[src/rtl/addsub_arbiter_pkg.sv]
// Shared definitions for the two-requester add/subtract arbiter.
//   state_t       : FSM encoding (IDLE, EXEC, HOLD)
//   OP_ADD/OP_SUB : values of the reqN_select operation bit
//   DEFAULT_WIDTH : default operand/result width
package addsub_arbiter_pkg;

  localparam int DEFAULT_WIDTH = 4;

  typedef enum logic [1:0] {
    IDLE = 2'd0,
    EXEC = 2'd1,
    HOLD = 2'd2
  } state_t;

  localparam logic OP_ADD = 1'b0;
  localparam logic OP_SUB = 1'b1;

endpackage

[src/rtl/ripple_carry_adder.sv]
// Ripple-carry adder/subtractor.
//   a, b   : operands
//   select : 0 = a + b, 1 = a - b (computed as a + ~b + 1)
//   s      : result modulo 2^WIDTH
//   cout   : carry out of the MSB (for subtraction, 1 = no borrow)
module ripple_carry_adder #(
  parameter int WIDTH = 4
) (
  output logic [WIDTH-1:0] s,
  output logic             cout,
  input  logic [WIDTH-1:0] a,
  input  logic [WIDTH-1:0] b,
  input  logic             select
);

  logic [WIDTH:0]   carry;
  logic [WIDTH-1:0] b_x;

  // Inverting b and injecting select as the carry-in gives a + ~b + 1.
  assign b_x      = b ^ {WIDTH{select}};
  assign carry[0] = select;

  for (genvar gi = 0; gi < WIDTH; gi++) begin : g_fa
    assign s[gi]       = a[gi] ^ b_x[gi] ^ carry[gi];
    assign carry[gi+1] = (a[gi] & b_x[gi]) | (carry[gi] & (a[gi] ^ b_x[gi]));
  end

  assign cout = carry[WIDTH];

endmodule

[src/rtl/addsub_arbiter.sv]
// Two-requester round-robin arbiter in front of one shared adder/subtractor.
// A granted request is latched (IDLE -> EXEC), computed and registered
// (EXEC -> HOLD), then held until the consumer accepts it (HOLD -> IDLE).
//   clk, reset          : clock, synchronous active-high reset
//   reqN_valid/ready    : request handshake for requester N (0 or 1)
//   reqN_a/b/select     : operands and op (0 add, 1 subtract)
//   result_valid/ready  : result handshake
//   result_id           : requester owning the held result
//   s, cout, ovf        : result, carry-out, signed overflow
module addsub_arbiter
  import addsub_arbiter_pkg::*;
#(
  parameter int WIDTH = DEFAULT_WIDTH
) (
  input  logic             clk,
  input  logic             reset,
  input  logic             req0_valid,
  output logic             req0_ready,
  input  logic [WIDTH-1:0] req0_a,
  input  logic [WIDTH-1:0] req0_b,
  input  logic             req0_select,
  input  logic             req1_valid,
  output logic             req1_ready,
  input  logic [WIDTH-1:0] req1_a,
  input  logic [WIDTH-1:0] req1_b,
  input  logic             req1_select,
  output logic             result_valid,
  input  logic             result_ready,
  output logic             result_id,
  output logic [WIDTH-1:0] s,
  output logic             cout,
  output logic             ovf
);

  state_t           state_q, state_d;
  logic             last_grant_q;
  logic [WIDTH-1:0] a_q, b_q;
  logic             sel_q, id_q;
  logic [WIDTH-1:0] s_q;
  logic             cout_q, ovf_q, rid_q;

  logic             grant;
  logic             xfer;
  logic [WIDTH-1:0] add_s;
  logic             add_cout;
  logic             ovf_calc;

  ripple_carry_adder #(.WIDTH(WIDTH)) u_adder (
    .s      (add_s),
    .cout   (add_cout),
    .a      (a_q),
    .b      (b_q),
    .select (sel_q)
  );

  // Single valid requester wins outright; a tie goes to the one that did
  // not win last time.
  always_comb begin
    grant = req1_valid;
    if (req0_valid && req1_valid) grant = ~last_grant_q;
  end

  assign req0_ready = !reset && (state_q == IDLE) && !grant;
  assign req1_ready = !reset && (state_q == IDLE) &&  grant;
  assign xfer       = grant ? (req1_valid && req1_ready) : (req0_valid && req0_ready);

  // Signed overflow: for subtraction the effective second operand is ~b,
  // so the sign-equality test is inverted.
  always_comb begin
    ovf_calc = 1'b0;
    if (sel_q == OP_ADD)
      ovf_calc = (a_q[WIDTH-1] == b_q[WIDTH-1]) && (add_s[WIDTH-1] != a_q[WIDTH-1]);
    else
      ovf_calc = (a_q[WIDTH-1] != b_q[WIDTH-1]) && (add_s[WIDTH-1] != a_q[WIDTH-1]);
  end

  always_comb begin
    state_d = state_q;
    case (state_q)
      IDLE:    if (xfer) state_d = EXEC;
      EXEC:    state_d = HOLD;
      HOLD:    if (result_ready) state_d = IDLE;
      default: state_d = IDLE;
    endcase
  end

  always_ff @(posedge clk) begin
    if (reset) begin
      state_q      <= IDLE;
      last_grant_q <= 1'b1;
      a_q          <= '0;
      b_q          <= '0;
      sel_q        <= 1'b0;
      id_q         <= 1'b0;
      s_q          <= '0;
      cout_q       <= 1'b0;
      ovf_q        <= 1'b0;
      rid_q        <= 1'b0;
    end else begin
      state_q <= state_d;
      if (xfer) begin
        a_q          <= grant ? req1_a : req0_a;
        b_q          <= grant ? req1_b : req0_b;
        sel_q        <= grant ? req1_select : req0_select;
        id_q         <= grant;
        last_grant_q <= grant;
      end
      if (state_q == EXEC) begin
        s_q    <= add_s;
        cout_q <= add_cout;
        ovf_q  <= ovf_calc;
        rid_q  <= id_q;
      end
    end
  end

  assign result_valid = (state_q == HOLD);
  assign result_id    = rid_q;
  assign s            = s_q;
  assign cout         = cout_q;
  assign ovf          = ovf_q;

endmodule

[config.mk]
export PLATFORM = sky130hd
export DESIGN_NAME = addsub_arbiter
export DESIGN_NICKNAME = d
export VERILOG_FILES = /design/src/rtl/addsub_arbiter_pkg.sv /design/src/rtl/ripple_carry_adder.sv /design/src/rtl/addsub_arbiter.sv
export SDC_FILE = /design/constraint.sdc
export NUM_CORES = 1
export LEC_CHECK = 0
export BUFFER_PORTS_ARGS = -buffer_cell sky130_fd_sc_hd__buf_2
export CAP_MARGIN = 30
export CORE_ASPECT_RATIO = 0.75
export CORE_MARGIN = 2
export CORE_UTILIZATION = 51
export CTS_BUF_LIST = sky130_fd_sc_hd__clkbuf_8
export DETAILED_ROUTE_END_ITERATION = 10
export PLACE_DENSITY = 0.8
export SLEW_MARGIN = 20
export SYNTH_ARGS = -nofsm -noshare
export SYNTH_HDL_FRONTEND = slang
export SYNTH_SLANG_ARGS = --single-unit
export TNS_END_PERCENT = 5
[constraint.sdc]
create_clock -name clk -period 3.3 [get_ports clk]
set_input_delay 0.99 -clock clk [delete_from_list [all_inputs] [get_ports clk]]
set_output_delay 0.99 -clock clk [all_outputs]
set_load 0.02 [all_outputs]
# == Word level (Yosys, flattened, before mapping) ==
# Cells that the tools add are included.
# classes
eq_ne,7
n_mux,9
bitwise_logic,22
n_reduce_logical,12
# ops
operator,count
$and 1x1->1,8
$logic_and 1x1->1,8
$mux 4,2
$xor 1x1->1,8
$pmux 2 s3,1
$mux 1,4
$mux 2,2
$or 1x1->1,4
$xor 4x4->4,1
$eq 2x1->1 const B,1
$eq 2x2->1 const B,1
$logic_not 1->1,2
$logic_not 2->1,1
$ne 1x1->1,2
$ne 2x1->1 const B,1
$ne 2x2->1 const B,1
$reduce_and 2->1,1
$eq 1x1->1,1
$not 1->1,1
# word_totals
register_bits,20
in_bits,23
out_inout_bits,10
word_cells,60

# == Longest topological paths before layout ==
# Gate-level depths: netlist of the first run.
# depth
ltp_word,12
ltp_mapped,8
depth_no_buf,8

# == Cells and area by module ==
# From an unflattened synthesis of the first run, not the netlist that was laid out.
# hier_totals
cells_unflattened,105
hier_area_um2,1021.0
# by_module_without_submodules
module,n_inst,cells_each,area_per_inst_um2
addsub_arbiter,1,93,899.6
ripple_carry_adder,1,12,121.4

# == Least setup slack after synthesis of the first run ==
# No wires, ideal clock.
# synth_timing
kind,input to output
start,in req1_valid
end,out req1_ready
arrival_time_ns,1.678
setup_slack_ns,0.632
path_stages,3
path_cell_list,a21boi_2 -> buf_4 -> and3b_1
# synth_between
elab_chain_len,3
# synth_lines
item,line_no,source
start: declaration,addsub_arbiter.sv:22,"input logic req1_valid,"
$logic_and 1x1->1,addsub_arbiter.sv:60,if (req0_valid && req1_valid) grant = ~last_grant_q;
$mux 1 (*),addsub_arbiter.sv:60,
$logic_and 1x1->1 (*),addsub_arbiter.sv:64,assign req1_ready = !reset && (state_q == IDLE) && grant;
end: declaration,addsub_arbiter.sv:23,"output logic req1_ready,"
# Mark *: on every way between the ends. The rest lies on a longest branch, timed or not.

# == Worst setup path in the final report of the first run ==
# layout_timing
start,in reset
end,out req0_ready
# layout_between
elab_chain_len,3
# layout_lines
item,line_no,source
start: declaration,addsub_arbiter.sv:16,"input logic reset,"
$logic_not 1->1,addsub_arbiter.sv:63,assign req0_ready = !reset && (state_q == IDLE) && !grant;
$logic_and 1x1->1 (2 in series),addsub_arbiter.sv:63,
end: declaration,addsub_arbiter.sv:18,"output logic req0_ready,"
# No other way between the ends.

==> reports/results.txt, run 1 <==
The run finished with clean final reports. The biggest fanout along the worst timing path is 21, and the overall via count from detail_route is 780. The worst path meets setup with 0.442 ns of slack. The count of final hold-check violations was 0. The logs give 1 for the H-tree depth reported by CTS and 0 ns for the accumulated negative setup slack. The logs give 0 for the number of inserted diodes and 3190 um for the first-pass GRT wire length. The initial antenna violation count is 0. The run gives 25.5% as the portion of total power attributed to combinational logic. The largest vdd supply drop is 0.000366 V.

The utilization after layout was 68.7%. The count of nets left with antenna violations once routing finished came out at 0. Timing would allow up to 350 MHz.

The quantity of hold-fixing buffers added after cts is 0, and the count of warnings emitted by yosys is 0. The detailed-route wire length is 1880 um, and the post-place instance area is 1180 sq um. Buffers placed on the I/O ports in this run total 32. The signal on the critical path passes through buf_2, or3_4, nor2_1, buf_2.

The maximum clock skew at final layout is 0.00383 ns. The run gives 0 as the number of setup violations in the final report. The average footprint of a synthesized cell is 10.1 sq um, and the placement row count is 13. On the critical path the largest part of the delay comes from simple AND/OR/NAND/NOR gates. The initial utilization of the core area, before any placement, comes to 55.9%.

Cells with a size suffix above 1 make up 30.8% of the layout. The shortest period the worst path allows is 2.86 ns. The tightest min-delay check is of the reg2reg type.

The area growth from synthesis to layout is 22.8%. The region available for standard cell placement spans 1810 sq um. In this run the most used layer during global routing was met2.

Final hold analysis gives a worst-case slack of 0.456 ns. The floorplan step defined a die boundary enclosing 2360 sq um. The run gives 45.4% as the sequential group share of total power. The arrival time of the worst setup path came out at 1.87 ns.

The category of the most critical setup path is in2out. The total grt overflow is 0. Height of the chip: 42.5 um. The number of iterations in the first detailed-routing pass was 4. The worst setup path is launched from an input port. Cell internal power was estimated by the tool at 0.452 mW. For the source-to-sink clock delay at the later pin of the worst-skew pair, the log shows 0.26 ns.

The startpoint of the most critical hold path is s[1]. Global routing used 29.8% of the available met2 tracks. The number of buffers on the longest clock path is 2, and the total nets after synthesis is 126.

The slew of the pin with the lowest slew margin is 0.662 ns, and the count of buffering cells on the critical path with inverters included is 2. The run gives 0 as the DRC violation count after routing. Dividing total power by cell area gives a power density of 514 nW/um^2.

The worst hold path terminates at s[1]. Counting cells, the worst reg-to-reg path comes to 8. For the placer congestion estimate, the log shows 0.800. Data on the critical path is required at its endpoint by 2.31 ns.

The post-route cell area was 1240 sq um. Cell occurring most often along the worst timing path: buf_2. The cell count after synthesis came out at 100. Prior to clock tree synthesis, the placed netlist has a worst setup slack of 0.445 ns. The cell with the biggest individual delay on the critical path was or3_4.

The final layout contains 160 nets. The tools report the number of buffers inserted by post-CTS setup repair as 0. In this design, the stage delay of the slowest critical-path cell is 0.41 ns.

After synthesis, flip-flops and latches occupy 39.7% of the total area. STA classifies the critical path endpoint as a primary output. The worst hold path stage count was 2.

Summing every instance area after synthesis gives 1010 sq um. The share of the clock period used by the worst path came out at 86.6%. The logic depth of the worst path, buffers included was 4; the count of different cell masters after synthesis was 26.

The worst register-to-register path has a setup slack of 0.73 ns. Measured against its own limit, the worst slew margin works out to 55.8%. The I/O pin count came out at 33.

For met1 alone, demand over resource in global routing was 20.7%. In the global route stage, met3 resource usage came out at 7.41%. In the global route stage, overall resource usage came out at 17.9%. Detailed placement finished with a half-perimeter wire length of 1440 um.

Number of synthesized register bits: 20. TritonCTS built the clock tree. In this run, CTS created clock tree buffers numbering 3. The root buffer cell chosen for the clock tree is clkbuf_8. In this run the critical register-to-register path is captured at ovf. The run gives 29.1% as the power share of the clock group. The detail-routed via count per cell came out at 5.03. Setup repair after global routing left no endpoint under its margin. The DRC violation total after the first TritonRoute iteration is 6.

The tools report the beginning of the critical path as reset. The clock-pin slew on the worst setup and hold paths came out at 0.07 ns. In the final routed layout, each cell accounts on average for 12.1 um. Count of pins over their slew limit: 0. Net switching is 29.0% of the power. Entering global routing, the biggest net connects 22 pins. After clock tree synthesis, the repair step resized 0 gates. The via count of the first global-routing pass came out at 759. The width of the die is 55.4 um. The switching power came out at 0.184 mW. The startpoint identified for the worst register-to-register timing path is b_q[0]. In this run the static leakage power is 0.560 nW.

The logs give 0 for the reported max-cap violation count and 20 for the number of clock sinks.
through the flow:
stage	cells	power [mW]
2_1_floorplan	100	0.413
3_3_place_gp	151	0.452
3_5_place_dp	151	0.460
4_1_cts	155	0.649
5_1_grt	155	0.679
6_report	155	0.637
placed cells by master, fill, tap and decap left out, drive strengths merged, types with 2 or more instances in the layout:
master	instances
nor2b	3
fa	3
nor2	7
a21oi	6
a211oi	2
clkbuf	4
xnor2	2
xor2	2
dfxtp	20
buf	33
mux2i	18
nand2b	10
inv	3
nand2	10
power by group through the flow:
| stage | clock (mW) | combinational, mW | sequential, mW |
|---|---|---|---|
| 2_1_floorplan | 0 | 0.110 | 0.302 |
| 3_3_place_gp | 0 | 0.158 | 0.294 |
| 3_5_place_dp | 0 | 0.165 | 0.295 |
| 4_1_cts | 0.193 | 0.166 | 0.289 |
| 5_1_grt | 0.203 | 0.183 | 0.293 |
| 6_report | 0.186 | 0.162 | 0.289 |
worst min-delay path, cell delays in order, from the launching register on:
cell	delay, ns
dfxtp_1	0.31
nand2_1	0.05
a21oi_1	0.05
logic make-up (layout without fill, tap and decap cells):
group | after synthesis | count (layout) | share of synthesized area (%)
AO/OA/AOI/OAI | 12 | 12 | 8.55
XOR/XNOR | 4 | 4 | 3.47
adder cells (fa/ha/maj) | 3 | 3 | 5.95
buffers and inverters | 7 | 40 | 3.10
flip-flops | 20 | 20 | 39.7
multiplexers | 19 | 19 | 19.0
AND/OR/NAND/NOR | 35 | 35 | 20.3
final cells by class:
cell class | count | area (sq um)
sequential | 20 | 400
fill | 163 | 566
timing repair buffer | 33 | 168
clock buffer | 4 | 55.1
multi-input combinational | 73 | 578
inverter | 3 | 11.3
tap | 22 | 27.5
worst max path at each step:
stage | to | slack, ns
6_report | req0_ready | 0.44
5_1_grt | req0_ready | 0.40
4_1_cts | req0_ready | 0.44
3_5_place_dp | req0_ready | 0.45
3_3_place_gp | req0_ready | 0.45
2_1_floorplan | req1_ready | 0.63
routing by layer:
metal / up-vias / share of wire (%)
met2: 22 / 46
met4: 0 / 1.1
met3: 2 / 6.4
met5: - / 0
li1: 405 / -
met1: 351 / 46
state kept, by name, summed over array words and instances, names as in the netlist, 2 cells and up:
name     count
b_q          4
s            4
state_q      2
a_q          4
synth_stat cells (all sizes together):
library cell / n / area share, %
or3: 1 / 1.1
nand3b: 1 / 0.74
mux2i: 18 / 18
a211oi: 2 / 1.5
a21boi: 1 / 1.1
dfxtp: 20 / 40
or2b: 1 / 0.74
a311oi: 1 / 1.5
o21ai: 1 / 0.50
clkbuf: 2 / 0.74
fa: 3 / 5.9
nand2b: 10 / 6.2
mux2: 1 / 1.1
nor2b: 3 / 1.9
a21oi: 6 / 3.0
a221o: 1 / 0.99
nand2: 10 / 3.7
xnor2: 2 / 1.7
inv: 3 / 1.1
buf: 2 / 1.2
and3b: 1 / 0.87
xor2: 2 / 1.7
or3b: 1 / 0.87
nor2: 7 / 4.2
Note: power is estimated with default switching activity, not from simulation.
==> run 2, diff against run 1 <==
Settings changed: GPL_TIMING_DRIVEN from default to 0.
==> reports/results.txt, run 2 (synthesis gave the netlist of run 1 again) <==
The maximum clock skew at final layout is 0.00325 ns (-0.000579 ns), and the die area is 2360 sq um (unchanged). Setup repair after global routing left no endpoint under its margin. The tools report the number of buffers created by CTS as 3 (unchanged). The tools report the core area as 1810 sq um (unchanged). The tools report the largest vdd supply drop as 0.000323 V (-12%). The slew of the pin with the lowest slew margin was 0.430 ns (-0.232 ns); the count of nets after finishing was 163 (+1.9%). The shortest period the worst path allows is 2.93 ns (+0.0675 ns), and the via count of the first global-routing pass is 772 (+1.7%).

The post-cts sizing count was 0 (unchanged); the number of iterations in the first detailed-routing pass was 4 (unchanged). The run finished with clean final reports. For the number of buffers on the longest clock path, the log shows 2 (unchanged). Number of inserted diodes: 0 (unchanged). The power density of the placed cells was 512 nW/um^2 (-0.31%); the biggest fanout along the worst timing path was 10 (-52%).

The overall via count from detail_route is 776 (-0.51%). The tools report the pin count of the biggest net entering global routing as 12 (-45%). The tools report the total grt overflow as 0 (unchanged). The total global-route track usage came out at 17.9% (unchanged). Utilization after layout: 69.4% (+0.69 points). The DRC violation count after routing is 0 (unchanged). The logs give 0 (unchanged) for the count of final hold-check violations and 0 (unchanged) for the reported max-cap violation count.

STA classifies the critical path endpoint as a primary output. Leading cell type in the layout, fill and taps excluded: buf_2. HPWL reported at the end of detailed placement: 1470 um (+2.0%). TritonCTS built the clock tree. Detail-routed via count per cell: 4.91 (-2.4%). The width of the die works out to 55.4 um (unchanged). The source-to-sink clock delay at the later pin of the worst-skew pair was 0.26 ns (about the same). The logs give 0 (unchanged) for the quantity of hold-fixing buffers added after cts and 13 (unchanged) for the placement row count. The tools report the standby leakage power as 0.567 nW (+1.3%). Worst hold-check path type: reg2reg. The initial core utilization is 55.9% (unchanged).

The run gives 342 MHz (-2.3%) as the highest clock frequency the design can meet. The detailed-route wire length came out at 1890 um (+0.75%). Critical path launch point type: an input port.

For the number of buffers inserted by post-CTS setup repair, the log shows 0 (unchanged). The worst setup path is of the in2out kind. The fraction of final layout cells with drive strength greater than 1 came out at 30.9% (+0.055 points).

The root buffer cell chosen for the clock tree is clkbuf_8. Count of port buffers added during placement: 32 (unchanged). Accumulated negative setup slack: 0 ns (unchanged).

The tools report the relative slew slack as 71.3% (+16 points). First-pass GRT wire length: 3330 um (+4.1%). The library cells used most frequently in the layout, excluding fill and tap cells, are buf_2, dfxtp_1, mux2i_1, nand2b_1, nand2_1.

The number of setup violations in the final report was 0 (unchanged). The arrival time of the worst setup path was 1.94 ns (+0.07 ns); the count of pins over their slew limit was 0 (unchanged). The layout overhead on the synthesized area came out at 24.0%. The number of filler cells placed in the layout is 157 (-3.7%), and the placed instance count is 154 (+2.0%).

For the number of clock sinks, the log shows 20 (unchanged). For the required time at the endpoint of the critical path, the log shows 2.31 ns (about the same). The tools report the DRC violation total after the first TritonRoute iteration as 15 (+9). The number of nets with antenna violations after routing is 0 (unchanged), and the initial antenna violation count is 0 (unchanged).

Tightest hold margin: 0.456 ns (+0.000386 ns). The filler-free cell count of the finished design was 158 (+1.9%); the clock-pin slew on the worst setup and hold paths was 0.07 ns (about the same). The height of the chip is 42.5 um (unchanged), and the overall power of the completed layout is 0.641 mW (+0.70%). Share of the clock period used by the worst path: 88.6% (+2.0 points). The I/O pin count is 33 (unchanged). The average wire length per cell after detail routing works out to 12.0 um (-1.2%). The run gives 0.738 (-7.8%) as the placer congestion estimate. The H-tree depth reported by CTS was 1 (unchanged).
## run 2: critical path: stages
cell,delay (ns)
buf_2,0.12
a21boi_2,0.22
buf_4,0.25
and3b_1,0.19
buf_2,0.16
## run 2: layout make-up
cell class	count	area [sq um]	area share (%)
clock buffers	4	55.1	4.40
plain buffers	4	20.0	1.60
well taps	22	27.5	2.20
flip-flops and latches	20	400	32.0
inverters	3	11.3	0.899
multi-input cells	73	578	46.2
repair buffers	32	160	12.8
## run 2: final timing paths
path | slack (ns) | depth (start not counted) | end | start
min reg2reg | 0.46 | 2 | cout | cout
max | 0.37 | 5 | req1_ready | req0_valid
max reg2reg | 0.76 | 8 | ovf | b_q[0]
min | 0.46 | 2 | cout | cout
## run 2: power by group
part	total [mW]	switching, mW	internal, mW
clock network	0.186	0.0796	0.106
registers	0.290	0.0214	0.269
logic	0.165	0.0866	0.0789
## run 2: metrics by stage
stage                     area (sq um)  setup slack (ns)
final                             1250             0.375
after global routing              1250             0.307
after floorplan                   1010             0.632
after CTS                         1250             0.365
after detailed placement          1200             0.389
after global placement            1200             0.420
## run 2: routing by layer
layer	GRT usage [%]	share of wire (%)
met4	0.488	0
met1	21.1	44
met3	7.41	6.4
met5	0	0
met2	32.1	49
